**src/rtl/i2c_eeprom_pkg.sv**
```systemverilog
// Shared types and constants for the I2C EEPROM slave controller.
package i2c_eeprom_pkg;

  typedef enum logic [3:0] {
    ST_IDLE,
    ST_DEV_ADDR,
    ST_DEV_ACK,
    ST_WORD_ADDR,
    ST_WORD_ACK,
    ST_WR_DATA,
    ST_WR_ACK,
    ST_RD_DATA,
    ST_RD_ACK,
    ST_WAIT_STOP
  } state_e;

  localparam logic [6:0] DEV_ADDR_DEFAULT = 7'h50;
  localparam int         COL_W            = 3;

endpackage

```
**src/rtl/i2c_line_sync.sv**
```systemverilog
// Synchronizes raw SCL/SDA, detects SCL edges and START/STOP conditions.
module i2c_line_sync
  import i2c_eeprom_pkg::*;
(
  input  logic clk,
  input  logic rst_n,
  input  logic scl_i,
  input  logic sda_i,
  output logic sda_o,
  output logic scl_rise_o,
  output logic scl_fall_o,
  output logic start_o,
  output logic stop_o
);

  logic [1:0] scl_sync_q;
  logic [1:0] sda_sync_q;
  logic       scl_prev_q;
  logic       sda_prev_q;
  logic       scl_s;

  // Reset to the idle bus level so leaving reset produces no false edges.
  always_ff @(posedge clk or negedge rst_n) begin
    if (!rst_n) begin
      scl_sync_q <= 2'b11;
      sda_sync_q <= 2'b11;
      scl_prev_q <= 1'b1;
      sda_prev_q <= 1'b1;
    end else begin
      scl_sync_q <= {scl_sync_q[0], scl_i};
      sda_sync_q <= {sda_sync_q[0], sda_i};
      scl_prev_q <= scl_sync_q[1];
      sda_prev_q <= sda_sync_q[1];
    end
  end

  assign scl_s      = scl_sync_q[1];
  assign sda_o      = sda_sync_q[1];
  assign scl_rise_o = scl_s & ~scl_prev_q;
  assign scl_fall_o = ~scl_s & scl_prev_q;
  assign start_o    = scl_s & scl_prev_q & sda_prev_q & ~sda_o;
  assign stop_o     = scl_s & scl_prev_q & ~sda_prev_q & sda_o;

endmodule

```
**src/rtl/i2c_eeprom_slave_ctrl.sv**
```systemverilog
// 24Cxx-style I2C slave engine driving a paged EEPROM array.
// Optional WRITE_PROTECT_EN adds a wp input that NACKs and suppresses data writes.
module i2c_eeprom_slave_ctrl
  import i2c_eeprom_pkg::*;
#(
  parameter logic [6:0] DEV_ADDR = DEV_ADDR_DEFAULT,
  parameter int         PAGE_NUM = 32,
  parameter int         ROW_W    = 5
) (
  input  logic             clk,
  input  logic             rst_n,
  input  logic             scl_i,
  input  logic             sda_i,
`ifdef WRITE_PROTECT_EN
  input  logic             wp,
`endif
  output logic             sda_oe,
  output logic             mem_write,
  output logic [ROW_W-1:0] mem_row,
  output logic [COL_W-1:0] mem_col,
  output logic [7:0]       mem_wdata,
  input  logic [7:0]       mem_rdata,
  output state_e           dbg_state_o
);

  localparam int                ADDR_W    = ROW_W + COL_W;
  localparam logic [ADDR_W-1:0] ADDR_LAST = ADDR_W'(PAGE_NUM * 8 - 1);

  logic sda_s, scl_rise, scl_fall, start_det, stop_det, wp_s;

  i2c_line_sync u_line_sync (
    .clk        (clk),
    .rst_n      (rst_n),
    .scl_i      (scl_i),
    .sda_i      (sda_i),
    .sda_o      (sda_s),
    .scl_rise_o (scl_rise),
    .scl_fall_o (scl_fall),
    .start_o    (start_det),
    .stop_o     (stop_det)
  );

`ifdef WRITE_PROTECT_EN
  logic [1:0] wp_sync_q;
  always_ff @(posedge clk or negedge rst_n) begin
    if (!rst_n) wp_sync_q <= 2'b00;
    else        wp_sync_q <= {wp_sync_q[0], wp};
  end
  assign wp_s = wp_sync_q[1];
`else
  assign wp_s = 1'b0;
`endif

  state_e             state_q;
  logic [2:0]         bit_cnt_q;
  logic [6:0]         shift_q;
  logic               rw_q;
  logic               sda_oe_q;
  logic               wr_pend_q, wr_blk_q, inc_pend_q, mem_write_q;
  logic [ROW_W-1:0]   row_q;
  logic [COL_W-1:0]   col_q;
  logic [7:0]         wdata_q;
  logic [7:0]         rx_byte;
  logic [ADDR_W-1:0]  ptr, ptr_next;

  assign rx_byte  = {shift_q, sda_s};
  assign ptr      = {row_q, col_q};
  assign ptr_next = (ptr == ADDR_LAST) ? '0 : ptr + ADDR_W'(1);

  always_ff @(posedge clk or negedge rst_n) begin
    if (!rst_n) begin
      state_q     <= ST_IDLE;
      bit_cnt_q   <= '0;
      shift_q     <= '0;
      rw_q        <= 1'b0;
      sda_oe_q    <= 1'b0;
      wr_pend_q   <= 1'b0;
      wr_blk_q    <= 1'b0;
      inc_pend_q  <= 1'b0;
      mem_write_q <= 1'b0;
      row_q       <= '0;
      col_q       <= '0;
      wdata_q     <= '0;
    end else begin
      // Write pipeline runs independently of bus events, so a late STOP cannot cancel it.
      wr_pend_q   <= 1'b0;
      mem_write_q <= wr_pend_q & ~wr_blk_q;
      inc_pend_q  <= wr_pend_q;
      if (inc_pend_q) col_q <= col_q + COL_W'(1);

      if (start_det) begin
        state_q   <= ST_DEV_ADDR;
        bit_cnt_q <= '0;
        sda_oe_q  <= 1'b0;
      end else if (stop_det) begin
        state_q   <= ST_IDLE;
        bit_cnt_q <= '0;
        sda_oe_q  <= 1'b0;
      end else begin
        unique case (state_q)
          ST_DEV_ADDR, ST_WORD_ADDR, ST_WR_DATA: begin
            if (scl_rise) begin
              shift_q   <= rx_byte[6:0];
              bit_cnt_q <= bit_cnt_q + 3'd1;
              if (bit_cnt_q == 3'd7) begin
                if (state_q == ST_DEV_ADDR) begin
                  rw_q    <= rx_byte[0];
                  state_q <= (rx_byte[7:1] == DEV_ADDR) ? ST_DEV_ACK : ST_WAIT_STOP;
                end else if (state_q == ST_WORD_ADDR) begin
                  {row_q, col_q} <= rx_byte[ADDR_W-1:0];
                  state_q        <= ST_WORD_ACK;
                end else begin
                  wdata_q   <= rx_byte;
                  wr_pend_q <= 1'b1;
                  wr_blk_q  <= wp_s;
                  state_q   <= ST_WR_ACK;
                end
              end
            end
          end
          // bit_cnt_q doubles as the ACK phase: 0 = waiting to drive, 1 = driving.
          ST_DEV_ACK, ST_WORD_ACK, ST_WR_ACK: begin
            if (scl_fall) begin
              if (bit_cnt_q == 3'd0) begin
                sda_oe_q  <= (state_q == ST_WR_ACK) ? ~wr_blk_q : 1'b1;
                bit_cnt_q <= 3'd1;
              end else begin
                bit_cnt_q <= '0;
                if (state_q == ST_DEV_ACK && rw_q) begin
                  shift_q        <= mem_rdata[6:0];
                  sda_oe_q       <= ~mem_rdata[7];
                  {row_q, col_q} <= ptr_next;
                  state_q        <= ST_RD_DATA;
                end else begin
                  sda_oe_q <= 1'b0;
                  state_q  <= (state_q == ST_DEV_ACK) ? ST_WORD_ADDR : ST_WR_DATA;
                end
              end
            end
          end
          ST_RD_DATA: begin
            if (scl_fall) begin
              if (bit_cnt_q == 3'd7) begin
                sda_oe_q  <= 1'b0;
                bit_cnt_q <= '0;
                state_q   <= ST_RD_ACK;
              end else begin
                sda_oe_q  <= ~shift_q[6];
                shift_q   <= {shift_q[5:0], 1'b0};
                bit_cnt_q <= bit_cnt_q + 3'd1;
              end
            end
          end
          ST_RD_ACK: begin
            if (scl_rise) begin
              if (sda_s) state_q   <= ST_WAIT_STOP;
              else       bit_cnt_q <= 3'd1;
            end else if (scl_fall && bit_cnt_q == 3'd1) begin
              shift_q        <= mem_rdata[6:0];
              sda_oe_q       <= ~mem_rdata[7];
              {row_q, col_q} <= ptr_next;
              bit_cnt_q      <= '0;
              state_q        <= ST_RD_DATA;
            end
          end
          default: ;
        endcase
      end
    end
  end

  assign sda_oe      = sda_oe_q;
  assign mem_write   = mem_write_q;
  assign mem_row     = row_q;
  assign mem_col     = col_q;
  assign mem_wdata   = wdata_q;
  assign dbg_state_o = state_q;

endmodule

```
**config.mk**
```make
export PLATFORM = sky130hd
export DESIGN_NAME = i2c_eeprom_slave_ctrl
export DESIGN_NICKNAME = d
export VERILOG_FILES = /design/src/rtl/i2c_eeprom_pkg.sv /design/src/rtl/i2c_line_sync.sv /design/src/rtl/i2c_eeprom_slave_ctrl.sv
export SDC_FILE = /design/constraint.sdc
export NUM_CORES = 1
export LEC_CHECK = 0
export CAP_MARGIN = 40
export CORE_ASPECT_RATIO = 1.75
export CORE_MARGIN = 8
export CORE_UTILIZATION = 30
export CTS_CLUSTER_SIZE = 40
export DETAILED_ROUTE_END_ITERATION = 8
export GPL_ROUTABILITY_DRIVEN = 0
export GPL_TIMING_DRIVEN = 0
export PLACE_DENSITY = 0.5
export SYNTH_ARGS = -nofsm -noshare
export SYNTH_HDL_FRONTEND = slang
export SYNTH_SLANG_ARGS = --single-unit
```
**constraint.sdc**
```tcl
create_clock -name clk -period 3.05 [get_ports clk]
set_clock_uncertainty 0.15 [all_clocks]
set_input_delay 0.4575 -clock clk [delete_from_list [all_inputs] [get_ports clk]]
set_output_delay 0.4575 -clock clk [all_outputs]
set_load 0.01 [all_outputs]
```
==> results.yml <==
clock_network:
  numCtsBuffers: 5
  clockRootBuffer: "clkbuf_16"
  cts.path.max_buffers: 2
  clk_pin_slew_ns: 0.06
  cts_setup_buffers: 0
  clock-sinks: 40
  insertion_delay_ns: 0.28
  cts_max_level: 2
  hold_buffers: 1
  cts_resized: 0
  cts_tree: "done"
power:
  leakage_nw: 1.26
  cellPowerDensity_nw_per_um2: 915
  power.total_w: 0.00271
  vdd_ir_drop_max_uv: 419
timing:
  rsz0062_at_grt: "no"
  fin_crit_sh_pct: 84.4
  timing.slew.headroom_pct: 57.5
  tightestPinTransition_ns: 0.635
  fin_ws_ns: 0.477
  finalMaxSlewViolations: 0
  setup_violations: 0
  hold_viol: 0
  finalSetupTns_ns: 0
  finalCriticalPeriod_ns: 2.57
  fmax_mhz: 389
logic_synthesis:
  netlist.top_cell.by_area: "dfrtp_1"
  yosys_warnings: 0
  synth_fp_nets: 254
  yosysTopAreaCellShare_pct: 36.3
  syn_area_um2: 2340
  postSynthCellCount: 237
  ys.flop_type: "dfrtp_1"
  ys_types: 61
  synth_edf_count: 0
  synth_common_cells: "dfrtp_1 (34), nand2_1 (33), a21oi_1 (13)"
  yosysSeqAreaShare_pct: 43.1
  synth_area_leaders: "dfrtp_1 (36%), dfstp_2 (6.7%), nand2_1 (5.3%)"
  yosysMostFrequentCell: "dfrtp_1"
  syn_avg_cell_area_um2: 9.88
  synth_seq_cells: 40
  synthArstFlopShare_pct: 100
hold_path:
  hp-start: "wr_pend_q"
  hold-path-cell-count: 0
  min_path_type: "reg2reg"
floorplan:
  die_x_um: 82.8
  die-area_um2: 11000
  row_count: 42
  start_util_pct: 31.0
  boundaryPins: 34
  die_h_um: 133
  core_um2: 7570
place:
  dpl.cell_count: 359
  hpwlAfterDp_um: 5260
  port-buffer-count: 33
  detailedPlace.worstSlack_ns: 0.479
route:
  wl_um: 6790
  vias_per_cell: 5.38
  wl_per_cell_um: 18.5
  drc: 0
  drt_pass1_iterations: 4
  dr.first_iter.drc_count: 87
  vias: 1981
  ant_nets: 0
worst_setup_path:
  critPathLaunchType: "flop"
  worstPathRequired_ns: 3.06
  arrival_ns: 2.59
  endpoint_kind: "flop"
  critPathKind: "reg2reg"
  r2r_start: "bit_cnt_q[1]"
  r2r_cells: 8
  path_max_fanout: 10
  startpoint: "bit_cnt_q[1]"
global_route:
  groute.usage.overall_pct: 13.0
  antenna_found_initial: 0
  grt_overflow: 0
  grt_max_degree: 30
  grt_pass1_vias: 2193
  grt_pass1_wl_um: 11100
final_layout:
  drive_gt1_share_pct: 16.4
  fin_util_pct: 39.1
  diodes: 0
  finalNetCount: 296
  fin_cells: 368
  area_growth_pct: 26.3
run:
  cap_viol_max_count: 0
run_status:
  status: "finished, final reports clean"
[registers in the layout, summed over array words and instances (netlist names), 2 cells and up]
signal                  flops
u_line_sync.sda_sync_q      2
mem_row                     5
u_line_sync.scl_sync_q      2
mem_col                     3
dbg_state_o                 4
bit_cnt_q                   3
mem_wdata                   8
shift_q                     7
[area by class of cell]
type	instances	area, um2
fillers	778	4610
multi-input cells	177	1240
flip-flops and latches	40	1010
repair buffers	35	355
clock buffers	7	143
well taps	88	110
plain buffers	10	57.6
inverters	10	37.5
clock inverters	1	7.51
[power breakdown]
part | total, W | internal (W) | switching (W)
Clock | 0.000539 | 0.000326 | 0.000213
Sequential | 0.000861 | 0.000669 | 0.000192
Combinational | 0.00131 | 0.000602 | 0.000705
Total | 0.00271 | 0.00160 | 0.00111
[per-stage QoR]
stage          hold WS (ns)  cell area (um2)
6_report              0.200             2960
5_1_grt               0.209             2960
4_1_cts               0.202             2960
3_5_place_dp          0.189             2800
3_3_place_gp          0.187             2780
2_1_floorplan        0.0119             2340
[cells in the final DEF, fill, tap and decap left out, drive strengths merged, types with 4 or more instances in the layout]
cell type,instances
dfrtp,34
ha,5
clkbuf,10
a21oi,14
dfstp,6
nor3,5
nand2,34
o21ai,11
a31oi,4
nand2b,6
clkdlybuf4s50,32
nand3,8
buf,9
nor2,10
inv,10
mux2,21
[routing by layer]
layer  global-route usage, %  vias up  share of wire [%]
met5                       0        -                  0
met4                    6.95        0                4.0
met3                    1.83       19                2.5
met2                    23.9       40                 56
met1                    12.9      973                 37
li1                        -      949                  -
[critical path: stages, from the launching register on]
cell and delay, ns:
dfrtp_1 0.40, inv_1 0.09, ha_1 0.14, nor4bb_1 0.56, a2bb2oi_1 0.36, o221ai_2 0.22
buf_2 0.23, a32oi_1 0.19, o21ai_1 0.10
[cell families after synthesis]
group	after synthesis	synth area share, %
mux	22	10.5
simple gates	90	21.0
flops	40	43.1
xor+xnor	3	1.12
compound gates	57	17.6
fa+ha+maj	5	2.67
buf+inv	20	4.06
[final timing paths]
path | end | slack [ns]
min in group asynchronous | mem_col[1] | 0.43
max in group asynchronous | u_line_sync.sda_sync_q[0] | 1.79
worst max register to register | mem_col[1] | 0.48
worst max-delay path | mem_col[1] | 0.48
worst min register to register | mem_write | 0.20
worst min-delay path | mem_write | 0.20
Note: power is estimated with default switching activity, not from simulation.
